<file path="src/rtl/fma_arb_pkg.sv">
// Shared types and constants for the FMA share arbiter.
// Optional statistics counters are enabled with FMA_ARB_STAT_EN.
package fma_arb_pkg;

    localparam int FP32_W      = 32;
    localparam int FMA_LAT_DEF = 5;
    // Widest requester id supported (NREQ up to 8)
    localparam int ID_MAX_W    = 3;

    typedef enum logic [1:0] {
        IDLE,
        ACTIVE,
        DRAIN
    } state_t;

    typedef struct packed {
        logic                vld;
        logic [ID_MAX_W-1:0] id;
    } tag_t;

endpackage

</file>
<file path="src/rtl/fma_arb_rsp_fifo.sv">
// First-word-fall-through response FIFO with occupancy count.
// Output data reads as zero while the FIFO is empty.
module fma_arb_rsp_fifo #(
    parameter int DEPTH = 8,
    parameter int WIDTH = 34
) (
    input  logic                       clk,
    input  logic                       rst_n,
    input  logic                       wr_en,
    input  logic [WIDTH-1:0]           wr_data,
    input  logic                       rd_en,
    output logic [WIDTH-1:0]           rd_data,
    output logic [$clog2(DEPTH+1)-1:0] count
);

    localparam int AW = $clog2(DEPTH);
    localparam int CW = $clog2(DEPTH + 1);

    logic [WIDTH-1:0] mem [DEPTH];
    logic [AW-1:0]    wr_ptr;
    logic [AW-1:0]    rd_ptr;
    logic             not_empty;
    logic             do_rd;

    assign not_empty = (count != '0);
    assign do_rd     = rd_en && not_empty;
    assign rd_data   = not_empty ? mem[rd_ptr] : '0;

    always_ff @(posedge clk) begin
        if (wr_en) begin
            mem[wr_ptr] <= wr_data;
        end
    end

    // Writers never exceed DEPTH: the credit counter upstream bounds them
    always_ff @(posedge clk or negedge rst_n) begin
        if (!rst_n) begin
            wr_ptr <= '0;
            rd_ptr <= '0;
            count  <= '0;
        end else begin
            if (wr_en) begin
                wr_ptr <= wr_ptr + AW'(1);
            end
            if (do_rd) begin
                rd_ptr <= rd_ptr + AW'(1);
            end
            if (wr_en && !do_rd) begin
                count <= count + CW'(1);
            end else if (!wr_en && do_rd) begin
                count <= count - CW'(1);
            end
        end
    end

endmodule

</file>
<file path="src/rtl/fma_share_arbiter.sv">
// Round-robin sharing of one pipelined FP32 FMA between NREQ requesters.
// Define FMA_ARB_STAT_EN to add the stat_issued / stat_stall counters.
module fma_share_arbiter
    import fma_arb_pkg::*;
#(
    parameter int NREQ    = 4,
    parameter int FMA_LAT = FMA_LAT_DEF,
    parameter int DEPTH   = 8
) (
    input  logic                     clk,
    input  logic                     rst_n,
    input  logic [NREQ-1:0]          req_valid,
    output logic [NREQ-1:0]          req_ready,
    input  logic [NREQ*FP32_W-1:0]   req_a,
    input  logic [NREQ*FP32_W-1:0]   req_b,
    input  logic [NREQ*FP32_W-1:0]   req_c,
    output logic [FP32_W-1:0]        fma_a,
    output logic [FP32_W-1:0]        fma_b,
    output logic [FP32_W-1:0]        fma_c,
    output logic                     fma_rst,
    input  logic [FP32_W-1:0]        fma_result,
    output logic                     rsp_valid,
    input  logic                     rsp_ready,
    output logic [$clog2(NREQ)-1:0]  rsp_id,
    output logic [FP32_W-1:0]        rsp_result,
    input  logic                     flush_req,
    output logic                     flush_done
`ifdef FMA_ARB_STAT_EN
    ,
    output logic [31:0]              stat_issued,
    output logic [31:0]              stat_stall
`endif
);

    localparam int IDW = $clog2(NREQ);
    localparam int SW  = IDW + 1;
    localparam int CW  = $clog2(DEPTH + 1);
    localparam int TW  = IDW + FP32_W;
    localparam logic [CW-1:0]  FULL = CW'(DEPTH);
    localparam logic [IDW-1:0] LAST = IDW'(NREQ - 1);

    state_t           state;
    state_t           state_nxt;
    logic [IDW-1:0]   rr_ptr;
    logic [IDW-1:0]   gnt_id;
    logic [IDW-1:0]   cand;
    logic [SW-1:0]    sum;
    logic             found;
    logic             can_issue;
    logic             issue;
    logic             pop;
    logic [CW-1:0]    credit;
    logic [CW-1:0]    fifo_count;
    logic [TW-1:0]    fifo_rd;
    logic [FP32_W-1:0] op_a;
    logic [FP32_W-1:0] op_b;
    logic [FP32_W-1:0] op_c;
    tag_t             tag_pipe [FMA_LAT+1];
    tag_t             tail;
    logic             unused_tag;

    assign fma_rst    = ~rst_n;
    assign rsp_valid  = (fifo_count != '0);
    assign pop        = rsp_valid && rsp_ready;
    // A pop frees a slot this cycle, so a full credit can still issue
    assign can_issue  = (state != DRAIN) && ((credit < FULL) || pop);
    assign issue      = found && can_issue;
    assign rsp_id     = fifo_rd[TW-1 -: IDW];
    assign rsp_result = fifo_rd[FP32_W-1:0];
    assign tail       = tag_pipe[FMA_LAT];
    assign unused_tag = ^tail.id;

    always_comb begin
        found  = 1'b0;
        gnt_id = '0;
        cand   = '0;
        sum    = '0;
        for (int k = 0; k < NREQ; k++) begin
            sum = {1'b0, rr_ptr} + SW'(k);
            if (sum >= SW'(NREQ)) begin
                sum = sum - SW'(NREQ);
            end
            cand = sum[IDW-1:0];
            if (!found && req_valid[cand]) begin
                found  = 1'b1;
                gnt_id = cand;
            end
        end
    end

    always_comb begin
        req_ready = '0;
        if (issue) begin
            req_ready[gnt_id] = 1'b1;
        end
    end

    always_comb begin
        op_a = '0;
        op_b = '0;
        op_c = '0;
        for (int k = 0; k < NREQ; k++) begin
            if (gnt_id == IDW'(k)) begin
                op_a = req_a[FP32_W*k +: FP32_W];
                op_b = req_b[FP32_W*k +: FP32_W];
                op_c = req_c[FP32_W*k +: FP32_W];
            end
        end
    end

    always_ff @(posedge clk or negedge rst_n) begin
        if (!rst_n) begin
            rr_ptr <= '0;
            fma_a  <= '0;
            fma_b  <= '0;
            fma_c  <= '0;
        end else if (issue) begin
            rr_ptr <= (gnt_id == LAST) ? '0 : gnt_id + IDW'(1);
            fma_a  <= op_a;
            fma_b  <= op_b;
            fma_c  <= op_c;
        end
    end

    // The FMA carries no tags; this pipe shadows it one stage longer
    // so the tail lines up with the registered fma_result
    always_ff @(posedge clk or negedge rst_n) begin
        if (!rst_n) begin
            for (int i = 0; i <= FMA_LAT; i++) begin
                tag_pipe[i] <= '0;
            end
        end else begin
            tag_pipe[0].vld <= issue;
            tag_pipe[0].id  <= ID_MAX_W'(gnt_id);
            for (int i = 1; i <= FMA_LAT; i++) begin
                tag_pipe[i] <= tag_pipe[i-1];
            end
        end
    end

    fma_arb_rsp_fifo #(
        .DEPTH (DEPTH),
        .WIDTH (TW)
    ) u_rsp_fifo (
        .clk     (clk),
        .rst_n   (rst_n),
        .wr_en   (tail.vld),
        .wr_data ({tail.id[IDW-1:0], fma_result}),
        .rd_en   (rsp_ready),
        .rd_data (fifo_rd),
        .count   (fifo_count)
    );

    always_ff @(posedge clk or negedge rst_n) begin
        if (!rst_n) begin
            credit <= '0;
        end else if (issue && !pop) begin
            credit <= credit + CW'(1);
        end else if (!issue && pop) begin
            credit <= credit - CW'(1);
        end
    end

    always_ff @(posedge clk or negedge rst_n) begin
        if (!rst_n) begin
            state <= IDLE;
        end else begin
            state <= state_nxt;
        end
    end

    always_comb begin
        state_nxt  = state;
        flush_done = 1'b0;
        unique case (state)
            IDLE: begin
                if (flush_req) begin
                    state_nxt = DRAIN;
                end else if (issue) begin
                    state_nxt = ACTIVE;
                end
            end
            ACTIVE: begin
                if (flush_req) begin
                    state_nxt = DRAIN;
                end else if (credit == '0 && !issue) begin
                    state_nxt = IDLE;
                end
            end
            DRAIN: begin
                if (credit == '0) begin
                    state_nxt  = IDLE;
                    flush_done = 1'b1;
                end
            end
            default: state_nxt = IDLE;
        endcase
    end

`ifdef FMA_ARB_STAT_EN
    always_ff @(posedge clk or negedge rst_n) begin
        if (!rst_n) begin
            stat_issued <= '0;
            stat_stall  <= '0;
        end else begin
            if (issue) begin
                stat_issued <= stat_issued + 32'd1;
            end
            if (|req_valid && credit == FULL) begin
                stat_stall <= stat_stall + 32'd1;
            end
        end
    end
`endif

endmodule
</file>
<file path="config.mk">
export PLATFORM = sky130hd
export DESIGN_NAME = fma_share_arbiter
export DESIGN_NICKNAME = d
export VERILOG_FILES = /design/src/rtl/fma_arb_pkg.sv /design/src/rtl/fma_arb_rsp_fifo.sv /design/src/rtl/fma_share_arbiter.sv
export SDC_FILE = /design/constraint.sdc
export NUM_CORES = 1
export LEC_CHECK = 0
export CAP_MARGIN = 15
export CORE_ASPECT_RATIO = 1.75
export CORE_MARGIN = 1
export CORE_UTILIZATION = 30
export DETAILED_ROUTE_END_ITERATION = 12
export SLEW_MARGIN = 20
export SYNTH_ARGS = -nofsm -noshare
export SYNTH_HDL_FRONTEND = slang
export SYNTH_SLANG_ARGS = --single-unit
export TNS_END_PERCENT = 5
</file>
<file path="constraint.sdc">
create_clock -name clk -period 3.35 [get_ports clk]
set_clock_uncertainty 0.2 [all_clocks]
set_input_delay 0.8375 -clock clk [delete_from_list [all_inputs] [get_ports clk]]
set_output_delay 0.8375 -clock clk [all_outputs]
set_load 0.1 [all_outputs]
</file>
# Word-level counts from Yosys, hierarchy flattened
# Memories as Yosys holds them, arrays and structs flattened.
# Index checks and enable logic that the tools add are counted.
dict set report word_totals {
  register_bits 132
  ram_bits 272
  inputBits 424
  out_inout_bits 137
  elab_cells 134
  mem_count 1
}
dict set report classes {
  add_sub_neg 14
  order_cmp 11
  eq_ne 9
  muxes 51
  bitwise 1
  n_reduce_logical 26
}
# name words width read_ports rd_clocked_by_memory_dff write_ports line
set memory_table {}
lappend memory_table {u_rsp_fifo.mem 8 34 1 0 1 fma_arb_rsp_fifo.sv:19} ;# logic [WIDTH-1:0] mem [DEPTH];
# operator n
set op_table {}
lappend op_table {{$mux W32} 12}
lappend op_table {{$mux W34} 1}
lappend op_table {{$mux W2} 14}
lappend op_table {{$mux W4} 5}
lappend op_table {{$lt A2 B3 Y1 const B} 5}
lappend op_table {{$mux W1} 13}
lappend op_table {{$logic_and A1 B1 Y1} 12}
lappend op_table {{$ge A3 B3 Y1 const B} 3}
lappend op_table {{$add A4 B1 Y4 const B} 2}
lappend op_table {{$bmux W1 S2} 4}
lappend op_table {{$sub A2 B1 Y2 const B} 4}
lappend op_table {{$sub A4 B1 Y4 const B} 2}
lappend op_table {{$add A2 B2 Y3 const B} 2}
lappend op_table {{$add A3 B1 Y3 const B} 2}
lappend op_table {{$eq A2 B2 Y1 const B} 3}
lappend op_table {{$logic_not A1 Y1} 6}
lappend op_table {{$ne A3 B3 Y1 const B} 2}
lappend op_table {{$pmux W2 S3} 1}
lappend op_table {{$eq A2 B1 Y1 const B} 2}
lappend op_table {{$logic_not A2 Y1} 2}
lappend op_table {{$logic_not A4 Y1} 1}
lappend op_table {{$lt A4 B4 Y1 const B} 1}
lappend op_table {{$ne A2 B2 Y1 const B} 2}
lappend op_table {{$reduce_bool A2 Y1} 2}
lappend op_table {{9 further kinds} 9}

# Logic depth before layout (Yosys ltp)
# Gate-level depths: netlist (run 1).
dict set report logic_depth {
  word_depth 20
  depth_mapped 12
  depth_no_buf 9
}

# Cells and area by module
# A second synthesis (run 1) with hierarchy kept.
dict set report hier_totals {
  cells_unflattened 1306
  area_unflattened_um2 18058.6
}
# module n_inst cells_per_inst area_each_um2 seq_area_each_um2
set by_module_without_submodules {}
lappend by_module_without_submodules {fma_arb_rsp_fifo 1 459 10779.1 8418.1}
lappend by_module_without_submodules {fma_share_arbiter 1 847 7279.5 3052.9}

# Least setup slack after synthesis (run 1)
# OpenSTA, ideal clock, no wires.
dict set report synth_path {
  kind {reg-to-output}
  from {register credit[3]}
  to {output flush_done}
  arrival_ps 3189
  required_time_ps 2312
  slack_ps -877
  stages_incl_launch_ff 3
  n_path_buf 0
  cell_sequence {dfrtp_1 or4_1 nor3b_1}
}
dict set report synth_via {
  elab_chain_cells 3
}
# item line
set synth_lines {}
lappend synth_lines {{from (decl)} fma_share_arbiter.sv:52} ;# logic [CW-1:0] credit;
lappend synth_lines {{from (signal assigned)} fma_share_arbiter.sv:158} ;# credit <= credit + CW'(1);
lappend synth_lines {{from (signal assigned)} fma_share_arbiter.sv:160} ;# credit <= credit - CW'(1);
lappend synth_lines {{$logic_not A4 Y1} fma_share_arbiter.sv:191} ;# if (credit == '0) begin
lappend synth_lines {{$mux W1} fma_share_arbiter.sv:191}
lappend synth_lines {{$mux W1} fma_share_arbiter.sv:175} ;# unique case (state)
lappend synth_lines {{to (decl)} fma_share_arbiter.sv:27} ;# output logic flush_done
# Every way passes these cells.

# Final worst setup path (run 1)
dict set report layout_path {
  from {register u_rsp_fifo.rd_ptr[0]}
  to {output rsp_result[22]}
}
dict set report layout_via {
  elab_chain_cells 2
}
# item line
set layout_lines {}
lappend layout_lines {{from (decl)} fma_arb_rsp_fifo.sv:21} ;# logic [AW-1:0] rd_ptr;
lappend layout_lines {{from (signal assigned)} fma_arb_rsp_fifo.sv:46} ;# rd_ptr <= rd_ptr + AW'(1);
lappend layout_lines {{$mem_v2 Z8 W34} -}
lappend layout_lines {{$mux W34} fma_arb_rsp_fifo.sv:27} ;# assign rd_data = not_empty ? mem[rd_ptr] : '0;
lappend layout_lines {{to (decl)} fma_share_arbiter.sv:25} ;# output logic [FP32_W-1:0] rsp_result,
# Every way passes these cells.

==> results of run 1 <==
metal layers:
layer	up-vias	global-route usage, %	share of wire, %
met5	-	0	0.15
met4	20	11.6	5.3
met3	136	8.47	11
met2	711	37.8	48
met1	7339	24.5	35
li1	6814	-	-
cell usage in the layout (no fill, tap or decap), types with 5 or more instances in the layout:
master	netlist	routed
sky130_fd_sc_hd__o21ai_0	100	100
sky130_fd_sc_hd__inv_6	0	7
sky130_fd_sc_hd__clkdlybuf4s50_1	0	417
sky130_fd_sc_hd__inv_1	104	103
sky130_fd_sc_hd__buf_4	2	181
sky130_fd_sc_hd__clkinv_2	0	7
sky130_fd_sc_hd__mux2i_1	36	34
sky130_fd_sc_hd__nor2_4	0	6
sky130_fd_sc_hd__xnor2_1	7	7
sky130_fd_sc_hd__nand2b_1	6	5
sky130_fd_sc_hd__edfxtp_1	272	272
sky130_fd_sc_hd__clkbuf_16	0	40
sky130_fd_sc_hd__mux4_2	68	68
sky130_fd_sc_hd__nor2_1	138	130
sky130_fd_sc_hd__dfrtp_1	132	128
sky130_fd_sc_hd__a21oi_1	294	294
sky130_fd_sc_hd__a22oi_1	96	96
sky130_fd_sc_hd__buf_12	0	62
sky130_fd_sc_hd__ha_1	12	8
sky130_fd_sc_hd__nor3_1	9	7
sky130_fd_sc_hd__nand2_1	105	105
sky130_fd_sc_hd__diode_2	0	8
sky130_fd_sc_hd__clkbuf_1	72	5
state kept, by name, summed over array words and instances, names as in the netlist:
name	flops
u_rsp_fifo.rd_ptr	3
u_rsp_fifo.mem	272
credit	4
rr_ptr	2
fma_c	32
u_rsp_fifo.wr_ptr	3
fma_a	32
fma_b	32
state	2
u_rsp_fifo.count	4
tag_pipe	18
metrics by stage:
step                hold WS [ns]  TNS (ns)
finish                     0.151    -0.128
global route               0.163     -2.09
CTS                        0.153    -0.719
detailed placement         0.137    -37.62
global placement           0.133    -34.48
floorplan                  0.131    -19.78
path summary, 6_finish.rpt:
kind,from,endpoint,slack (ns),cells after the start
setup / recovery,u_rsp_fifo.rd_ptr[0],rsp_result[22],-0.03,6
hold / removal,tag_pipe[12],tag_pipe[8],0.15,0
setup reg to reg,u_rsp_fifo.count[0],credit[3],0.53,8
hold reg to reg,tag_pipe[12],tag_pipe[8],0.15,0
max in group asynchronous,rst_n,fma_c[6],1.34,3
min in group asynchronous,rst_n,fma_b[2],0.48,2
power groups by stage:
stage	clock network [mW]	registers (mW)	logic, mW
after CTS	4.70	7.46	20.7
after global routing	4.85	7.58	21.7
final	4.58	7.45	20.6
after floorplan	0	11.6	9.19
after global placement	0	7.53	20.3
after detailed placement	0	7.58	20.4
critical path, delay by kind of cell, from the launching register on:
family	cells	cell delay (ns)
mux	2	0.65
buf+inv	3	0.61
flops	1	0.43
simple gates	1	0.08
final cells by class:
| type | instances | area [um2] |
|---|---|---|
| tap | 793 | 992 |
| clock buffer | 46 | 1030 |
| sequential | 404 | 11500 |
| inverter | 104 | 390 |
| clock inverter | 25 | 272 |
| multi-input combinational | 904 | 6310 |
| timing repair buffer | 673 | 6960 |
| antenna | 8 | 20.0 |
| fill | 5596 | 33700 |
kinds of logic after synthesis:
| group | count (synthesis) |
|---|---|
| muxes | 109 |
| buffers and inverters | 225 |
| xor gates and xnor gates | 8 |
| and+or+nand+nor | 270 |
| AOI/OAI and AO/OA | 503 |
| DFF | 404 |
| adders and majority gates | 14 |
timing repair:
action / CTS / global route
hold buffers: 1 / 0
setup buffers: 8 / 0
cloned: 1 / 0
setup endpoints to repair: 34 / 37
endpoints found under the hold margin: 6 / 0
gates resized for setup: 22 / 6
pin swaps: 4 / 0
==> results.md, run 1 <==
- Result of the run: finished, violations left
- Violations in the final reports: setup timing
- Total of buffers placed on input and output ports: 560
- Worst slew margin relative to its limit: 41.1%
- Gr ovfl total: 0
- Share of cell area taken by muxes after synthesis: 10.5%
- Pwr Density: 1190 mW/mm2
- Core area: 0.0611 mm2
- Time the final worst path needs with I/O delays and setup: 3.38 ns
- Insertion delay of the later-clocked pin in the worst-skew pair: 0.56 ns
- Count of mapped cells out of synthesis: 1533
- Half-perimeter wire length after placement: 53.3 mm
- Adder and majority gate portion of the synthesized area: 1.03%
- Area share of xor/xnor cells in the synthesized design: 0.379%
- Die extent in x: 190 um
- Crit path cell chain: buf_12, bufbuf_16, mux4_2, mux2i_1, nor2_1, buf_12
- Maximum achievable frequency: 296 MHz
- Cell with the most instances after synthesis: sky130_fd_sc_hd__a21oi_1
- RSZ-0062 raised after global routing: true
- Overall power after layout: 32.6 mW
- Syn Nets: 1971
- Layout Area Growth over Synthesis: 48.6%
- Area enclosed by the die boundary: 0.0626 mm2
- GRT Resource Usage Total: 22.4%
- Root buf cell: sky130_fd_sc_hd__clkbuf_16
- Clock Sink Count: 404
- CTS tree: yes
- Power share of the clock group: 14.0%
- Worst vdd ir: 0.00133 V
- Fraction of synthesized cell area taken by the top area cell type: 44.2%
- Least setup slack across all paths after layout: -0.0317 ns
- Classification of the worst setup path: flip-flop to output port
- Fraction of final layout cells sized beyond drive strength 1: 19.7%
- Worst endpoint data arrival time: 2.34 ns
- H-tree levels: 2
- Flip-flop and latch count after synthesis: 404
- Die height: 330 um
- Worst setup slack before clock tree synthesis: -0.458 ns
- Worst setup SP type: flip-flop
- Post-synth EDFFs: 272
- Post-synthesis cell type with the largest combined area: sky130_fd_sc_hd__edfxtp_1
- Number of top-level pins: 561
- Compound-Gate Fraction of Synth Area: 15.3%
- Critical Path Slowest Stage Cell: sky130_fd_sc_hd__mux4_2
- Leak pwr: 10.4 nW
- Number of non-filler instances in the completed layout: 2957
- Buffers from clock root to sink, at most: 3
- Dominant combinational cell family by area after synthesis: compound AO/OA/AOI/OAI gates
- Antenna-violating nets left: 0
- Maximum number of pins on one net before global-route repair: 155
- Critical path's largest stage delay: 0.51 ns
- Number of max-slew violations in the final report: 0
- Transition at the pin with the smallest max-transition slack: 0.884 ns
- Most frequent cell on the critical path: sky130_fd_sc_hd__buf_12
- Synth Warn #: 0
- Seq/Total Area, Yosys: 62.1%
- Main area contributors after synthesis: sky130_fd_sc_hd__edfxtp_1, sky130_fd_sc_hd__dfrtp_1, sky130_fd_sc_hd__mux4_2
- CP required: 2.31 ns
- Number of maximum-capacitance violations: 0
- Number of global-route vias before repair: 15600
- Global placer's final weighted congestion: 0.986
- Most numerous cell types in the synthesized netlist: sky130_fd_sc_hd__a21oi_1, sky130_fd_sc_hd__edfxtp_1, sky130_fd_sc_hd__nor2_1, sky130_fd_sc_hd__dfrtp_1, sky130_fd_sc_hd__nand2_1
- Internal cell power: 15.9 mW
- Remaining design rule violation count: 0
- Post-synth cell types: 38
- Sequential share of power: 22.8%
- Placed Cells: 2867
- Hold violation count in the final report: 0
- Post-synthesis simple-gate area fraction: 5.83%
- Combinational share of power: 63.1%
- Worst-path fanout max: 9
- Initial drt markers: 836
- Final period util: 101%
- Effective utilization at floorplan: 30.2%
- Post-synthesis cell area: 0.0185 mm2
- Critical path endpoint category: output port
- Placed standard-cell area: 0.0259 mm2
- Detailed-route wire length per cell: 24.2 um
- Utilization after layout: 44.9%
- First-pass GRT wire length: 101 mm
- Antenna violations before repair: 24
- Worst min-delay path category: flip-flop to flip-flop
- Setup violation total in the final timing report: 6
- Net switching power figure: 16.7 mW
- Avg Cell Area, Syn: 12.1 um2
- Most instantiated flip-flop cell in the synthesis netlist: sky130_fd_sc_hd__edfxtp_1
- First-pass DRT Iterations: 5
- Share of total power consumed by net switching: 51.1%
- Total CTS buffers: 39
- Routed Wire Length: 71.7 mm
- Final layout net count: 2564
- Number of placement rows: 120
- CTS clk-pin slew, worst paths: 0.06 ns
- Number of vias after detailed routing: 15000
- Mean number of vias per cell: 5.08
- Total non-filler cell area in the finished layout: 0.0275 mm2
- Async set-reset flop share out of synthesis: 32.7%
Power figures use the tool's default switching activity.
==> run 2: changes to the inputs <==
--- a/config.mk
+++ b/config.mk
@@ -6,10 +6,14 @@
 export NUM_CORES = 1
 export LEC_CHECK = 0
 export CAP_MARGIN = 15
+export CELL_PAD_IN_SITES_DETAIL_PLACEMENT = 2
+export CELL_PAD_IN_SITES_GLOBAL_PLACEMENT = 2
 export CORE_ASPECT_RATIO = 1.75
 export CORE_MARGIN = 1
 export CORE_UTILIZATION = 30
 export DETAILED_ROUTE_END_ITERATION = 12
+export GPL_TIMING_DRIVEN = 1
+export PLACE_DENSITY_LB_ADDON = 0.1
 export SLEW_MARGIN = 20
 export SYNTH_ARGS = -nofsm -noshare
 export SYNTH_HDL_FRONTEND = slang
==> constraint.sdc (replaced) <==
create_clock -name clk -period 4.1 [get_ports clk]
set_clock_uncertainty 0.2 [all_clocks]
set_input_delay 1.025 -clock clk [delete_from_list [all_inputs] [get_ports clk]]
set_output_delay 1.025 -clock clk [all_outputs]
set_load 0.1 [all_outputs]
==> run 2 against run 1 <==
- critical path depth is 1 lower
- sequential power decreased by 17%
- largest power group unchanged
- first-iteration DRC count is 23% lower
- the run now ends clean
- global-route usage rose by 1.9 points
- total power fell by 21%
==> results.md, run 2 (synthesis gave the netlist of run 1 again) <==
- Maximum achievable frequency: 254 MHz
- Number of non-filler instances in the completed layout: 2933 (-0.81%)
- H-tree levels: 2 (unchanged)
- First-pass GRT wire length: 111 mm (+10%)
- Final layout net count: 2532 (-1.2%)
- Area enclosed by the die boundary: 0.0626 mm2 (unchanged)
- First-pass DRT Iterations: 4 (-1)
- Number of global-route vias before repair: 16600 (+6.4%)
- RSZ-0062 raised after global routing: false
- Area occupied by multi-input gates: 0.00627 mm2 (-0.57%)
- Final-layout fill cell count: 6170 (+10%)
- Die extent in x: 190 um (unchanged)
- Worst vdd ir: 0.000925 V (-30%)
- GRT Resource Usage Total: 24.4% (+1.9 points)
- Number of top-level pins: 561 (unchanged)
- Transition at the pin with the smallest max-transition slack: 1.06 ns (+0.175 ns)
- Die height: 330 um (unchanged)
- Detailed-route wire length per cell: 26.4 um (+8.8%)
- Overall power after layout: 25.8 mW (-21%)
- Worst slew margin relative to its limit: 29.2% (-12 points)
- Total of buffers placed on input and output ports: 560 (unchanged)
- Worst setup SP type: flip-flop
- Final period util: 95.9%
- Root buf cell: sky130_fd_sc_hd__clkbuf_16
- Pwr Density: 960 mW/mm2 (-19%)
- Gr ovfl total: 0 (unchanged)
- CP required: 2.87 ns (+0.56 ns)
- Routed Wire Length: 77.4 mm (+7.9%)
- Placed Cells: 2839 (-0.98%)
- Highest-count cells in the layout ignoring fill and taps: sky130_fd_sc_hd__clkdlybuf4s50_1, sky130_fd_sc_hd__a21oi_1, sky130_fd_sc_hd__edfxtp_1
- Number of placement rows: 120 (unchanged)
- Buffers from clock root to sink, at most: 3 (unchanged)
- Core area: 0.0611 mm2 (unchanged)
- Mean number of vias per cell: 5.13 (+1.1%)
- Global placer's final weighted congestion: 0.840 (-15%)
- Total CTS buffers: 43 (+10%)
- CTS clk-pin slew, worst paths: 0.07 ns (about the same)
- Hold violation count in the final report: 0 (unchanged)
- Worst endpoint data arrival time: 2.71 ns (+0.37 ns)
- Initial drt markers: 640 (-23%)
- Antenna-violating nets left: 0 (unchanged)
- Fraction of final layout cells sized beyond drive strength 1: 16.7% (-3.0 points)
- Total area of sequential cells: 0.0115 mm2 (about the same)
- Leak pwr: 10.1 nW (-2.7%)
- Utilization after layout: 44.0% (-0.91 points)
- Worst-path fanout max: 28 (+19)
- Result of the run: completed
- Antenna violations before repair: 24 (unchanged)
- Number of max-slew violations in the final report: 0 (unchanged)
- Effective utilization at floorplan: 30.2% (unchanged)
- Number of maximum-capacitance violations: 0 (unchanged)
- Placed standard-cell area: 0.0253 mm2 (-2.3%)
- Register with the highest flop count: u_rsp_fifo.mem
- Insertion delay of the later-clocked pin in the worst-skew pair: 0.56 ns (about the same)
- Remaining design rule violation count: 0 (unchanged)
- Time the final worst path needs with I/O delays and setup: 3.93 ns
- Setup violation total in the final timing report: 0 (-6)
- Critical path endpoint category: output port
- Max reg flops: 272 (unchanged)
- Number of vias after detailed routing: 15100 (+0.25%)
- Half-perimeter wire length after placement: 56.4 mm (+5.7%)
- Hold_buf cts: 0 (-1)
- Maximum number of pins on one net before global-route repair: 104 (-33%)
- Total non-filler cell area in the finished layout: 0.0269 mm2 (-2.0%)
- CTS tree: yes
- Clock Sink Count: 404 (unchanged)
- Worst min-delay path category: flip-flop to flip-flop
- Layout Area Growth over Synthesis: 45.6%
- Classification of the worst setup path: flip-flop to output port
- Leading cell type in the layout, fill and taps excluded: sky130_fd_sc_hd__clkdlybuf4s50_1
## run 2: timing repair
action / in CTS / in global routing
gates resized for setup: 10 / 5
endpoints found under the setup margin: 4 / 5
setup buffers: 1 / 2
pin swaps: 1 / 1
## run 2: area by class of cell
| type | count | area share (%) |
|---|---|---|
| antenna | 13 | 0.121 |
| clock buffer | 62 | 4.61 |
| sequential | 404 | 42.7 |
| inverter | 104 | 1.45 |
| clock inverter | 16 | 0.786 |
| timing repair buffer | 637 | 23.4 |
| tap | 793 | 3.69 |
| multi-input combinational | 904 | 23.3 |
## run 2: final timing paths
| path | slack [ns] | startpoint | end | cells past startpoint |
|---|---|---|---|---|
| min in group asynchronous | 0.42 | rst_n | fma_c[21] | 2 |
| max in group asynchronous | 2.71 | rst_n | fma_a[28] | 2 |
| worst max register to register | 1.03 | u_rsp_fifo.count[0] | credit[3] | 9 |
| worst min register to register | 0.14 | tag_pipe[7] | tag_pipe[3] | 0 |
| worst max-delay path | 0.17 | u_rsp_fifo.rd_ptr[0] | rsp_result[14] | 5 |
| worst min-delay path | 0.14 | tag_pipe[7] | tag_pipe[3] | 0 |
## run 2: power by group
group | internal, mW | total [mW] | leakage (nW) | switching [mW]
clock network | 2.36 | 4.07 | 0.708 | 1.70
registers | 5.49 | 6.17 | 3.98 | 0.682
logic | 4.54 | 15.6 | 5.42 | 11.0
## run 2: worst max-delay path, stage by stage (launching register included)
cell	delay, ns
sky130_fd_sc_hd__dfrtp_4	0.80
sky130_fd_sc_hd__buf_4	0.29
sky130_fd_sc_hd__mux4_2	0.53
sky130_fd_sc_hd__mux2i_1	0.21
sky130_fd_sc_hd__nor2_1	0.07
sky130_fd_sc_hd__buf_4	0.24
## run 2: per-layer routing
layer,vias up,global-route usage (%),routed length [um]
met4,24,7.49,2190
met2,494,45.2,41500
met1,7667,26.4,28100
met3,121,7.04,5450
li1,6751,-,-
met5,-,0,153
## run 2: stage by stage
stage / setup slack [ns] / setup TNS [ns] / hold slack [ns]
6_report: 0.169 / 0 / 0.141
5_1_grt: 0.00865 / 0 / 0.152
4_1_cts: -0.00338 / -0.00621 / 0.139
3_5_place_dp: -0.276 / -3.41 / 0.138
3_3_place_gp: -0.246 / -1.52 / 0.133
2_1_floorplan: -0.288 / -0.902 / 0.131
==> run 3: changes to the inputs <==
--- a/config.mk
+++ b/config.mk
@@ -11,6 +11,7 @@
 export CORE_ASPECT_RATIO = 1.75
 export CORE_MARGIN = 1
 export CORE_UTILIZATION = 30
+export CTS_CLUSTER_SIZE = 12
 export DETAILED_ROUTE_END_ITERATION = 12
 export GPL_TIMING_DRIVEN = 1
 export PLACE_DENSITY_LB_ADDON = 0.1
==> constraint.sdc (replaced) <==
create_clock -name clk -period 4.1 [get_ports clk]
set_clock_uncertainty 0.2 [all_clocks]
set_input_delay 1.025 -clock clk [delete_from_list [all_inputs] [get_ports clk]]
set_output_delay 1.025 -clock clk [all_outputs]
set_load 0.005 [all_outputs]
==> run 3 against run 2 <==
- cell area shrank 0.41%
- combinational power decreased by 40%
- total power down 25%
- register-to-register slack got worse by 0.34 ns
- first-iteration DRC count shrank 8.1%
- core utilization is 0.18 points lower
- routed wire length fell by 1.5%
- largest cell class unchanged
==> results.md, run 3 (synthesis gave the netlist of run 1 again) <==
- Mean number of vias per cell: 5.09 (-0.75%)
- Global placer's final weighted congestion: 0.850 (+1.2%)
- Least setup slack across all paths after layout: 0.0315 ns (-0.137 ns)
- Total of buffers placed on input and output ports: 560 (unchanged)
- Core area: 0.0611 mm2 (unchanged)
- Initial drt markers: 588 (-8.1%)
- Buffers from clock root to sink, at most: 3 (unchanged)
- Leading cell type in the layout, fill and taps excluded: sky130_fd_sc_hd__clkdlybuf4s50_1
- Share of total power consumed by net switching: 37.6% (-14 points)
- Power share of the clock group: 19.7% (+4.0 points)
- Effective utilization at floorplan: 30.2% (unchanged)
- Insertion delay of the later-clocked pin in the worst-skew pair: 0.55 ns (about the same)
- Total CTS buffers: 43 (unchanged)
- Worst setup SP type: input pin
- Antenna-violating nets left: 0 (unchanged)
- Hold violation count in the final report: 0 (unchanged)
- Register with the highest flop count: u_rsp_fifo.mem
- CP required: 2.87 ns (about the same)
- Transition at the pin with the smallest max-transition slack: 0.898 ns (-0.161 ns)
- Setup violation total in the final timing report: 0 (unchanged)
- Highest-count cells in the layout ignoring fill and taps: sky130_fd_sc_hd__clkdlybuf4s50_1, sky130_fd_sc_hd__a21oi_1, sky130_fd_sc_hd__edfxtp_1
- Sum Neg Setup Slack: 0 ns (unchanged)
- Critical path endpoint category: output port
- H-tree levels: 2 (unchanged)
- Worst min-delay path category: flip-flop to flip-flop
- Final layout net count: 2521 (-0.43%)
- Hold_buf cts: 0 (unchanged)
- Antenna violations before repair: 46 (+92%)
- Fraction of final layout cells sized beyond drive strength 1: 10.6% (-6.2 points)
- Number of top-level pins: 561 (unchanged)
- Number of max-slew violations in the final report: 0 (unchanged)
- Time the final worst path needs with I/O delays and setup: 4.07 ns (+0.137 ns)
- Final-layout fill cell count: 6170 (unchanged)
- Combinational share of power: 48.6% (-12 points)
- First-pass DRT Iterations: 6 (+2)
- Maximum achievable frequency: 246 MHz (-3.4%)
- Worst slew margin relative to its limit: 40.1% (+11 points)
- Final period util: 99.2% (+3.4 points)
- First-pass GRT wire length: 109 mm (-2.0%)
- Number of maximum-capacitance violations: 0 (unchanged)
- Number of placement rows: 120 (unchanged)
- Worst setup slack before clock tree synthesis: -0.753 ns (-0.477 ns)
- Sequential share of power: 31.7% (+7.8 points)
- Layout Area Growth over Synthesis: 45.0%
- CTS clk-pin slew, worst paths: 0.06 ns (about the same)
- Pwr Density: 723 mW/mm2 (-25%)
- Classification of the worst setup path: input pin to output port
- Half-perimeter wire length after placement: 54.7 mm (-2.9%)
- Number of global-route vias before repair: 16800 (+1.3%)
- Leak pwr: 9.80 nW (-3.0%)
- Die height: 330 um (unchanged)
- Worst endpoint data arrival time: 2.84 ns (+0.13 ns)
- GRT Resource Usage Total: 23.9% (-0.46 points)
- Worst vdd ir: 0.000570 V (-38%)
- Max reg flops: 272 (unchanged)
- Result of the run: completed
- Remaining design rule violation count: 0 (unchanged)
- Worst-path fanout max: 3 (-89%)
- CTS tree: yes
- Gr ovfl total: 0 (unchanged)
- Internal cell power: 12.1 mW (-2.3%)
- Number of vias after detailed routing: 15000 (-0.62%)
- Net switching power figure: 7.28 mW (-46%)
- Detailed-route wire length per cell: 25.9 um (-1.7%)
- Area enclosed by the die boundary: 0.0626 mm2 (unchanged)
- Clock Sink Count: 404 (unchanged)
- Die extent in x: 190 um (unchanged)
- Root buf cell: sky130_fd_sc_hd__clkbuf_16
- Maximum number of pins on one net before global-route repair: 135 (+30%)
- Routed Wire Length: 76.2 mm (-1.5%)
## run 3: critical path: stages
cell and delay [ns]:
sky130_fd_sc_hd__dlygate4sd2_1 0.25, sky130_fd_sc_hd__nand2b_1 0.12, sky130_fd_sc_hd__a21oi_1 0.08, sky130_fd_sc_hd__a221oi_2 0.37
sky130_fd_sc_hd__buf_4 0.20, sky130_fd_sc_hd__buf_4 0.13, sky130_fd_sc_hd__nand2b_4 0.08, sky130_fd_sc_hd__ha_4 0.17
sky130_fd_sc_hd__and2_1 0.14, sky130_fd_sc_hd__clkdlybuf4s15_1 0.27
## run 3: final timing paths
check	from	to	slack (ns)	cells past startpoint
worst max register to register	rr_ptr[0]	fma_c[3]	0.69	14
max in group asynchronous	rst_n	u_rsp_fifo.rd_ptr[0]	2.62	2
worst min-delay path	tag_pipe[11]	tag_pipe[7]	0.15	0
min in group asynchronous	rst_n	fma_c[27]	0.32	2
worst max-delay path	req_valid[1]	req_ready[0]	0.03	10
worst min register to register	tag_pipe[11]	tag_pipe[7]	0.15	0
## run 3: power by group through the flow
stage               logic [mW]  registers [mW]  clock network [mW]
floorplan                 5.03            6.02                   0
global placement          9.17            6.16                   0
detailed placement        9.47            6.26                   0
CTS                       9.62            6.17                3.95
global route              10.3            6.26                4.07
finish                    9.41            6.14                3.82
## run 3: final cells by class
type,instances,area (um2),share of cell area (%)
Sequential cell,404,11500,42.8
Multi-Input combinational cell,904,6260,23.4
Antenna cell,27,67.6,0.252
Inverter,104,390,1.46
Tap cell,793,992,3.70
Clock inverter,14,144,0.537
Timing Repair Buffer,626,6260,23.4
Clock buffer,65,1200,4.47
## run 3: metrics by stage
step                      utilization [%]  hold slack [ns]  cell area [um2]  cells  power, mW
final                                43.8            0.146            26800   2937       19.4
after global routing                 43.8            0.147            26800   2933       20.6
after CTS                            43.7            0.149            26700   2909       19.7
after detailed placement             41.4            0.136            25300   2825       15.7
after global placement               41.4            0.132            25300   2825       15.3
after floorplan                         -            0.131            18500   1533       11.0
## run 3: routing by layer
layer / GRT usage, % / vias to the layer above / share of wire [%]
met1: 24.6 / 7607 / 35
met3: 9.06 / 137 / 8.1
met2: 42.7 / 460 / 53
met4: 10.8 / 40 / 3.4
met5: 0 / - / 0.32
li1: - / 6720 / -
## run 3: timing repair
action,4_1_cts,5_1_grt
setup endpoints to repair,19,4
setup buffers,5,1
resized for setup,21,6
pin swaps,1,1
